File: src/rtl/gray_ptr_bank.sv
// Multi-channel binary/Gray pointer bank with registered full/empty flags.
// Define GRAY_PTR_ALMOST_EN to build the almost-full/almost-empty logic.
module gray_ptr_bank #(
  parameter int ADDR_W    = 3,
  parameter int CHANNELS  = 1,
  parameter int MODE      = 0,
  parameter int ALMOST_TH = 1
) (
  input  logic                         clk,
  input  logic                         reset_n,
  input  logic [CHANNELS-1:0]          inc_i,
  input  logic [CHANNELS-1:0]          en_i,
  input  logic [CHANNELS-1:0]          clr_i,
  input  logic [CHANNELS*(ADDR_W+1)-1:0] rptr_i,
  output logic [CHANNELS*ADDR_W-1:0]   addr_o,
  output logic [CHANNELS*(ADDR_W+1)-1:0] ptr_o,
  output logic [CHANNELS*(ADDR_W+1)-1:0] next_ptr_o,
  output logic [CHANNELS-1:0]          flag_o,
  output logic [CHANNELS-1:0]          wrap_o,
  output logic [CHANNELS-1:0]          almost_o
);

  localparam int PW = ADDR_W + 1;
  localparam logic FLAG_RST = (MODE != 0);

  genvar c;
  generate
    for (c = 0; c < CHANNELS; c++) begin : g_ch
      logic [PW-1:0] bin_q;
      logic [PW-1:0] gray_q;
      logic [PW-1:0] bin_nx;
      logic [PW-1:0] gray_nx;
      logic [PW-1:0] rptr;
      logic [PW-1:0] full_cmp;
      logic          inc_eff;
      logic          flag_q;
      logic          wrap_q;
      logic          alm_q;
      logic          flag_nx;
      logic          wrap_nx;
      logic          alm_nx;

      assign rptr    = rptr_i[c*PW +: PW];
      assign inc_eff = inc_i[c] & en_i[c] & ~flag_q;

      always_comb begin
        bin_nx = bin_q + PW'(inc_eff);
        if (clr_i[c]) bin_nx = '0;
        gray_nx = bin_nx ^ (bin_nx >> 1);
      end

      // Full when the pointers differ by exactly one lap
      assign full_cmp = {~rptr[PW-1:PW-2], rptr[PW-3:0]};

      always_comb begin
        if (MODE == 0) flag_nx = (gray_nx == full_cmp);
        else           flag_nx = (gray_nx == rptr);
      end

      assign wrap_nx = ~clr_i[c] & inc_eff & (&bin_q[ADDR_W-1:0]);

`ifdef GRAY_PTR_ALMOST_EN
      logic [PW-1:0] rbin;
      logic [PW-1:0] level;

      always_comb begin
        rbin[PW-1] = rptr[PW-1];
        for (int i = PW - 2; i >= 0; i--) begin
          rbin[i] = rbin[i+1] ^ rptr[i];
        end
      end

      always_comb begin
        if (MODE == 0) begin
          level  = bin_nx - rbin;
          alm_nx = (level >= PW'((1 << ADDR_W) - ALMOST_TH));
        end else begin
          level  = rbin - bin_nx;
          alm_nx = (level <= PW'(ALMOST_TH));
        end
      end
`else
      assign alm_nx = 1'b0;
`endif

      always_ff @(posedge clk or negedge reset_n) begin
        if (!reset_n) begin
          bin_q  <= '0;
          gray_q <= '0;
          flag_q <= FLAG_RST;
          wrap_q <= 1'b0;
          alm_q  <= 1'b0;
        end else begin
          bin_q  <= bin_nx;
          gray_q <= gray_nx;
          flag_q <= flag_nx;
          wrap_q <= wrap_nx;
          alm_q  <= alm_nx;
        end
      end

      assign addr_o[c*ADDR_W +: ADDR_W] = bin_q[ADDR_W-1:0];
      assign ptr_o[c*PW +: PW]          = gray_q;
      assign next_ptr_o[c*PW +: PW]     = gray_nx;
      assign flag_o[c]                  = flag_q;
      assign wrap_o[c]                  = wrap_q;
      assign almost_o[c]                = alm_q;
    end
  endgenerate

endmodule

File: config.mk
export PLATFORM = sky130hd
export DESIGN_NAME = gray_ptr_bank
export DESIGN_NICKNAME = d
export VERILOG_FILES = /design/src/rtl/gray_ptr_bank.sv
export SDC_FILE = /design/constraint.sdc
export NUM_CORES = 1
export LEC_CHECK = 0
export ABC_CLOCK_PERIOD_IN_PS = 2800
export BUFFER_PORTS_ARGS = -buffer_cell sky130_fd_sc_hd__buf_2
export CORE_AREA = 4 4 41 43
export DETAILED_ROUTE_END_ITERATION = 12
export DIE_AREA = 0 0 45 47
export PLACE_DENSITY_LB_ADDON = 0.05
export SLEW_MARGIN = 20
export SYNTH_ARGS = -nofsm -noshare
export SYNTH_HDL_FRONTEND = slang
export SYNTH_SLANG_ARGS = --single-unit
export TNS_END_PERCENT = 50
File: constraint.sdc
create_clock -name clk -period 2.8 [get_ports clk]
set_input_delay 0 -clock clk [delete_from_list [all_inputs] [get_ports clk]]
set_output_delay 0 -clock clk [all_outputs]
set_load 0.02 [all_outputs]
==> flow_metrics.env, run 1 <==
export IMPL_cts_buffers_inserted=3
export IMPL_slew_violations=0
export IMPL_drtIter0Drc=0
export IMPL_post_place_ws_ps=839
export IMPL_yosysTopAreaCellShare=0.500
export IMPL_yosys_area_top_type="dfrtp_1"
export IMPL_cts_resized=0
export IMPL_crit_path_max_fanout=4
export IMPL_switching_share=0.260
export IMPL_setup_violations=0
export IMPL_final_antenna_net_count=0
export IMPL_drcViolationCount=0
export IMPL_grt_pass1_wl_um=1370
export IMPL_drv_cap=0
export IMPL_path_class="input port to register"
export IMPL_vias=364
export IMPL_power_leakage_nw=0.344
export IMPL_synth_cell_types=19
export IMPL_gp_congestion=0.624
export IMPL_power_density_nw_per_um2=468
export IMPL_r2r_setup_slack_ps=840
export IMPL_pwr_share_clk=0.342
export IMPL_synthToLayoutAreaGrowth_pct=35.0
export IMPL_worstPathCellList="dlygate4sd3_1 > buf_2 > nand2_1 > nor2_1 > ha_1 > ha_1 > xnor2_1 > o21a_1 > or4_4 > a211oi_2"
export IMPL_p_sw_uw=73.9
export IMPL_status="complete, no violations"
export IMPL_min_from="clr_i"
export IMPL_synthCells=40
export IMPL_cp_required_ps=2980
export IMPL_path_common_cell="ha_1"
export IMPL_design_area_um2=608
export IMPL_max_freq_ghz=0.494
export IMPL_first_global_vias=339
export IMPL_cts_setup_buffers=0
export IMPL_hold_depth=2
export IMPL_min_period_over_period=0.723
export IMPL_p_comb_frac=0.174
export IMPL_insertion_delay_ps=250
export IMPL_tns_ps=0
export IMPL_num_rows=13
export IMPL_internal_power_uw=211
export IMPL_cts_num_sinks=9
export IMPL_wl_per_cell_um=10.6
export IMPL_cts_root_buffer="clkbuf_4"
export IMPL_ys_ff_latch=9
export IMPL_overflow=0
export IMPL_core_area_um2=1300
export IMPL_slowest_delay_ps=530
export IMPL_synth_top_cells_by_area="dfrtp_1 50%, xnor2_1 5.8%, ha_1 5.6%"
export IMPL_ff2ff_path_depth=6
export IMPL_die_w_um=45
export IMPL_grt_max_degree=11
export IMPL_synth_seq_area_share=0.500
export IMPL_die_area_um2=2120
export IMPL_r2r_start="g_ch[0].bin_q[0]$_DFF_PN0_"
export IMPL_start_util=0.346
export IMPL_fin_nets=77
export IMPL_first_pass_iters=1
export IMPL_endpoint_kind="register"
export IMPL_hold_buffers=3
export IMPL_nFillCells=141
export IMPL_syn_area_um2=450
export IMPL_startpoint_type="input port"
export IMPL_skew_ps=0.157
export IMPL_via_per_inst=4.55
export IMPL_clk_path_buf_depth=2
export IMPL_fin_ws_ps=775
export IMPL_die_h_um=47
export IMPL_hold_viol=0
export IMPL_holdPathEnd="g_ch[0].bin_q[0]$_DFF_PN0_"
export IMPL_cts_tree="done"
export IMPL_synth_nets=51
export IMPL_io_pin_count=23
export IMPL_placed_cell_area_um2=552
export IMPL_rsz0062_at_grt="false"
export IMPL_drive_above_1_share=0.415
export IMPL_port_buffers=21
export IMPL_synth_warnings=0
export IMPL_crit_slowest_cell="dlygate4sd3_1"
export IMPL_ir_drop_uv=288
export IMPL_clk_pin_slew_ps=60
export IMPL_antenna_found_initial=0
export IMPL_totalWireLength_um=845
export IMPL_seqPwrFrac=0.484
export IMPL_hold_path_class="input port to register"
export IMPL_avgSynthCellArea_um2=11.3
export IMPL_reg2reg_to="flag_o$_DFF_PN0_"
export IMPL_grt_usage=0.0956
export IMPL_htreeDepth=1
export IMPL_hpwl_um=695
export IMPL_fin_crit_ps=2020
export IMPL_crit_arrival_ps=2200
export IMPL_diodes=0
[routing by layer]
layer,vias to the layer above,routed length (µm),track usage
met5,-,0,0
met4,0,0,0.0351
met3,0,97,0.0575
met2,17,396,0.136
met1,165,351,0.119
li1,182,-,-
[power by group through the flow]
stage / Clock (mW) / Sequential (mW) / Combinational (mW)
3_3_place_gp: 0 / 0.140 / 0.0474
5_1_grt: 0.107 / 0.138 / 0.0556
6_report: 0.0972 / 0.138 / 0.0496
4_1_cts: 0.102 / 0.138 / 0.0506
3_5_place_dp: 0 / 0.140 / 0.0472
2_1_floorplan: 0 / 0.146 / 0.0245
[flip-flops by register name, summed over array words and instances (netlist names)]
name        flops
g_ch.bin_q      4
ptr_o           3
flag_o          1
wrap_o          1
[cell type report]
cell class | instances | area, µm² | share of cell area
clock buffers | 4 | 26.3 | 0.0432
multi-input cells | 27 | 199 | 0.327
inverters | 1 | 3.75 | 0.00617
repair buffers | 24 | 135 | 0.222
flip-flops and latches | 9 | 225 | 0.370
well taps | 15 | 18.8 | 0.0309
[cell usage in the layout, fill, tap and decap left out, types with 2 or more instances in the layout]
cell type,count
buf_2,21
clkbuf_4,3
dfrtp_1,9
dlygate4sd3_1,3
ha_1,2
nor2_1,5
nor2b_1,3
nor3_1,2
xnor2_1,3
xor2_1,2
[critical path, delay by kind of cell]
family,cells,cell delay (ps)
buf+inv,2,650
compound gates,2,410
fa+ha+maj,2,380
xor+xnor,1,180
simple gates,3,580
[stage by stage]
stage               instances  power [mW]  hold slack [ps]  utilization
global route               80       0.301             35.0        0.467
global placement           73       0.187             -136        0.424
finish                     80       0.284             26.8        0.467
CTS                        80       0.291             25.3        0.467
detailed placement         73       0.187             -138        0.424
floorplan                  40       0.171             -296            -
[worst max path at each step]
stage | end | slack, ps | cells past startpoint | from
finish | flag_o$_DFF_PN0_ | 780 | 10 | en_i
global route | next_ptr_o[1] | 620 | 9 | en_i
CTS | next_ptr_o[1] | 760 | 9 | en_i
detailed placement | flag_o$_DFF_PN0_ | 840 | 6 | g_ch[0].bin_q[0]$_DFF_PN0_
global placement | flag_o$_DFF_PN0_ | 840 | 7 | flag_o$_DFF_PN0_
floorplan | flag_o$_DFF_PN0_ | 800 | 7 | flag_o$_DFF_PN0_
[synthesized netlist by cell type (all sizes together)]
master  number
dfrtp        9
nor2         5
ha           2
xor2         2
nor3         2
conb         1
o21a         1
xnor2        3
nand2        1
nor2b        3
and3         1
inv          1
o211ai       1
nand4b       1
mux2i        1
a211oi       1
or4          1
mux2         1
buf          3
[logic make-up after synthesis]
group / count (synthesis) / share of synthesized area
buffers and inverters: 4 / 0.0583
other: 1 / 0.00833
adder cells (fa/ha/maj): 2 / 0.0555
XOR/XNOR: 5 / 0.0972
AND/OR/NAND/NOR: 14 / 0.172
multiplexers: 2 / 0.0472
flip-flops: 9 / 0.500
AO/OA/AOI/OAI: 3 / 0.0611
No activity file was read; power rests on OpenSTA's default activity.
==> inputs of run 2 (changes only) <==
ABC_CLOCK_PERIOD_IN_PS = 1600   (was 2800)
clock period = 1.6 ns   (was 2.8 ns; I/O delays follow)
==> flow_metrics.env, run 2 (synthesized netlist as in run 1, its figures left out) <==
export IMPL_status="finished, violations left"
export IMPL_violations="negative setup slack"
export IMPL_final_common_cell="buf_2"
export IMPL_io_pin_count=23
export IMPL_antenna_found_initial=0
export IMPL_path_class="register to register"
export IMPL_gp_congestion=0.754
export IMPL_overflow=0
export IMPL_nFillCells=126
export IMPL_first_global_vias=438
export IMPL_whs_ps=35.7
export IMPL_multi_input_area_um2=275
export IMPL_reg2reg_to="flag_o$_DFF_PN0_"
export IMPL_power_density_nw_per_um2=698
export IMPL_insertion_delay_ps=260
export IMPL_die_h_um=47
export IMPL_cts_root_buffer="clkbuf_4"
export IMPL_crit_arrival_ps=2070
export IMPL_clk_pin_slew_ps=60
export IMPL_num_rows=13
export IMPL_mostFrequentLayoutCells="19 x buf_2, 7 x dfrtp_1, 7 x buf_4"
export IMPL_hpwl_um=902
export IMPL_grt_max_degree=11
export IMPL_hold_depth=3
export IMPL_port_buffers=21
export IMPL_via_per_inst=4.65
export IMPL_totalWireLength_um=1180
export IMPL_seq_area_um2=228
export IMPL_placed_cell_area_um2=658
export IMPL_holdPathEnd="flag_o$_DFF_PN0_"
export IMPL_cts_buffers_inserted=3
export IMPL_ir_drop_uv=365
export IMPL_die_area_um2=2120
export IMPL_clk_path_buf_depth=2
export IMPL_skew_ps=5.15
export IMPL_hold_path_class="input port to register"
export IMPL_fin_crit_ps=1890
export IMPL_largest_register_ffs=4
export IMPL_drcViolationCount=0
export IMPL_stdcell_count=88
export IMPL_diodes=0
export IMPL_slew_violations=0
export IMPL_r2r_start="flag_o$_DFF_PN0_"
export IMPL_start_util=0.346
export IMPL_r2r_setup_slack_ps=-290
export IMPL_cts_num_sinks=9
export IMPL_cts_tree="done"
export IMPL_hold_viol=0
export IMPL_vias=409
export IMPL_wl_per_cell_um=13.4
export IMPL_power_leakage_nw=0.404
export IMPL_drive_above_1_share=0.630
export IMPL_endpoint_kind="register"
export IMPL_max_freq_ghz=0.528
export IMPL_design_area_um2=766
export IMPL_synthToLayoutAreaGrowth_pct=70.0
export IMPL_place_inst=80
export IMPL_startpoint_type="register"
export IMPL_fin_nets=85
export IMPL_min_period_over_period=1.18
export IMPL_ff2ff_path_depth=9
export IMPL_fin_ws_ps=-293
export IMPL_core_area_um2=1300
export IMPL_grt_usage=0.132
export IMPL_min_from="rptr_i[3]"
export IMPL_top_register="g_ch.bin_q"
export IMPL_grt_pass1_wl_um=1950
export IMPL_crit_path_max_fanout=2
export IMPL_htreeDepth=1
export IMPL_die_w_um=45
export IMPL_cp_required_ps=1780
export IMPL_drv_cap=0
export IMPL_final_antenna_net_count=0
export IMPL_first_pass_iters=2
export IMPL_worstSetupStartpoint="flag_o$_DFF_PN0_"
export IMPL_drtIter0Drc=2
export IMPL_setup_violations=6
export IMPL_rsz0062_at_grt="true"
## run 2: routing by layer
metal / global-route usage / vias up / share of wire
met5: 0 / - / 0
met4: 0.0526 / 0 / 0.017
met3: 0.0460 / 5 / 0.071
met2: 0.220 / 17 / 0.53
met1: 0.155 / 189 / 0.39
li1: - / 198 / -
## run 2: how the worst max path moves through the flow
stage                                  end  slack (ps)  cells after the start
final                     flag_o$_DFF_PN0_        -290                      9
after global routing      flag_o$_DFF_PN0_        -380                      9
after CTS                    next_ptr_o[2]        -320                      9
after detailed placement  flag_o$_DFF_PN0_        -220                      7
after global placement    flag_o$_DFF_PN0_        -210                      7
after floorplan           flag_o$_DFF_PN0_        -260                      7
## run 2: what timing repair did
item                                    4_1_cts  5_1_grt
hold buffers                                  1        0
cloned                                        0        0
endpoints found under the hold margin         9        0
setup buffers                                 1        2
resized for setup                             6        6
pin swaps                                     2        1
endpoints found under the setup margin        6        7
## run 2: stage by stage
step                       util  worst slack (ps)  TNS, ps  total power [mW]
after global routing      0.588              -382    -1740             0.571
after floorplan               -              -259     -319             0.308
after CTS                 0.555              -316    -1240             0.537
after global placement    0.506              -207     -352             0.350
final                     0.588              -293    -1250             0.534
after detailed placement  0.506              -225     -368             0.353
## run 2: power breakdown
part	internal (mW)	switching [mW]
sequential	0.237	0.00602
combinational	0.0531	0.0614
clock	0.0962	0.0808
## run 2: final cells by class
type | count | area share
Sequential cell | 9 | 0.297
Tap cell | 15 | 0.0245
Clock buffer | 4 | 0.0343
Timing Repair Buffer | 32 | 0.279
Inverter | 1 | 0.00490
Multi-Input combinational cell | 27 | 0.359
## run 2: worst max-delay path, cell delays in order (launching register included)
cell,delay (ps)
dfrtp_2,430
nor2_4,120
ha_4,140
ha_4,140
xnor2_4,110
buf_6,130
buf_6,100
nor3_4,40
or4_4,410
a211oi_2,180
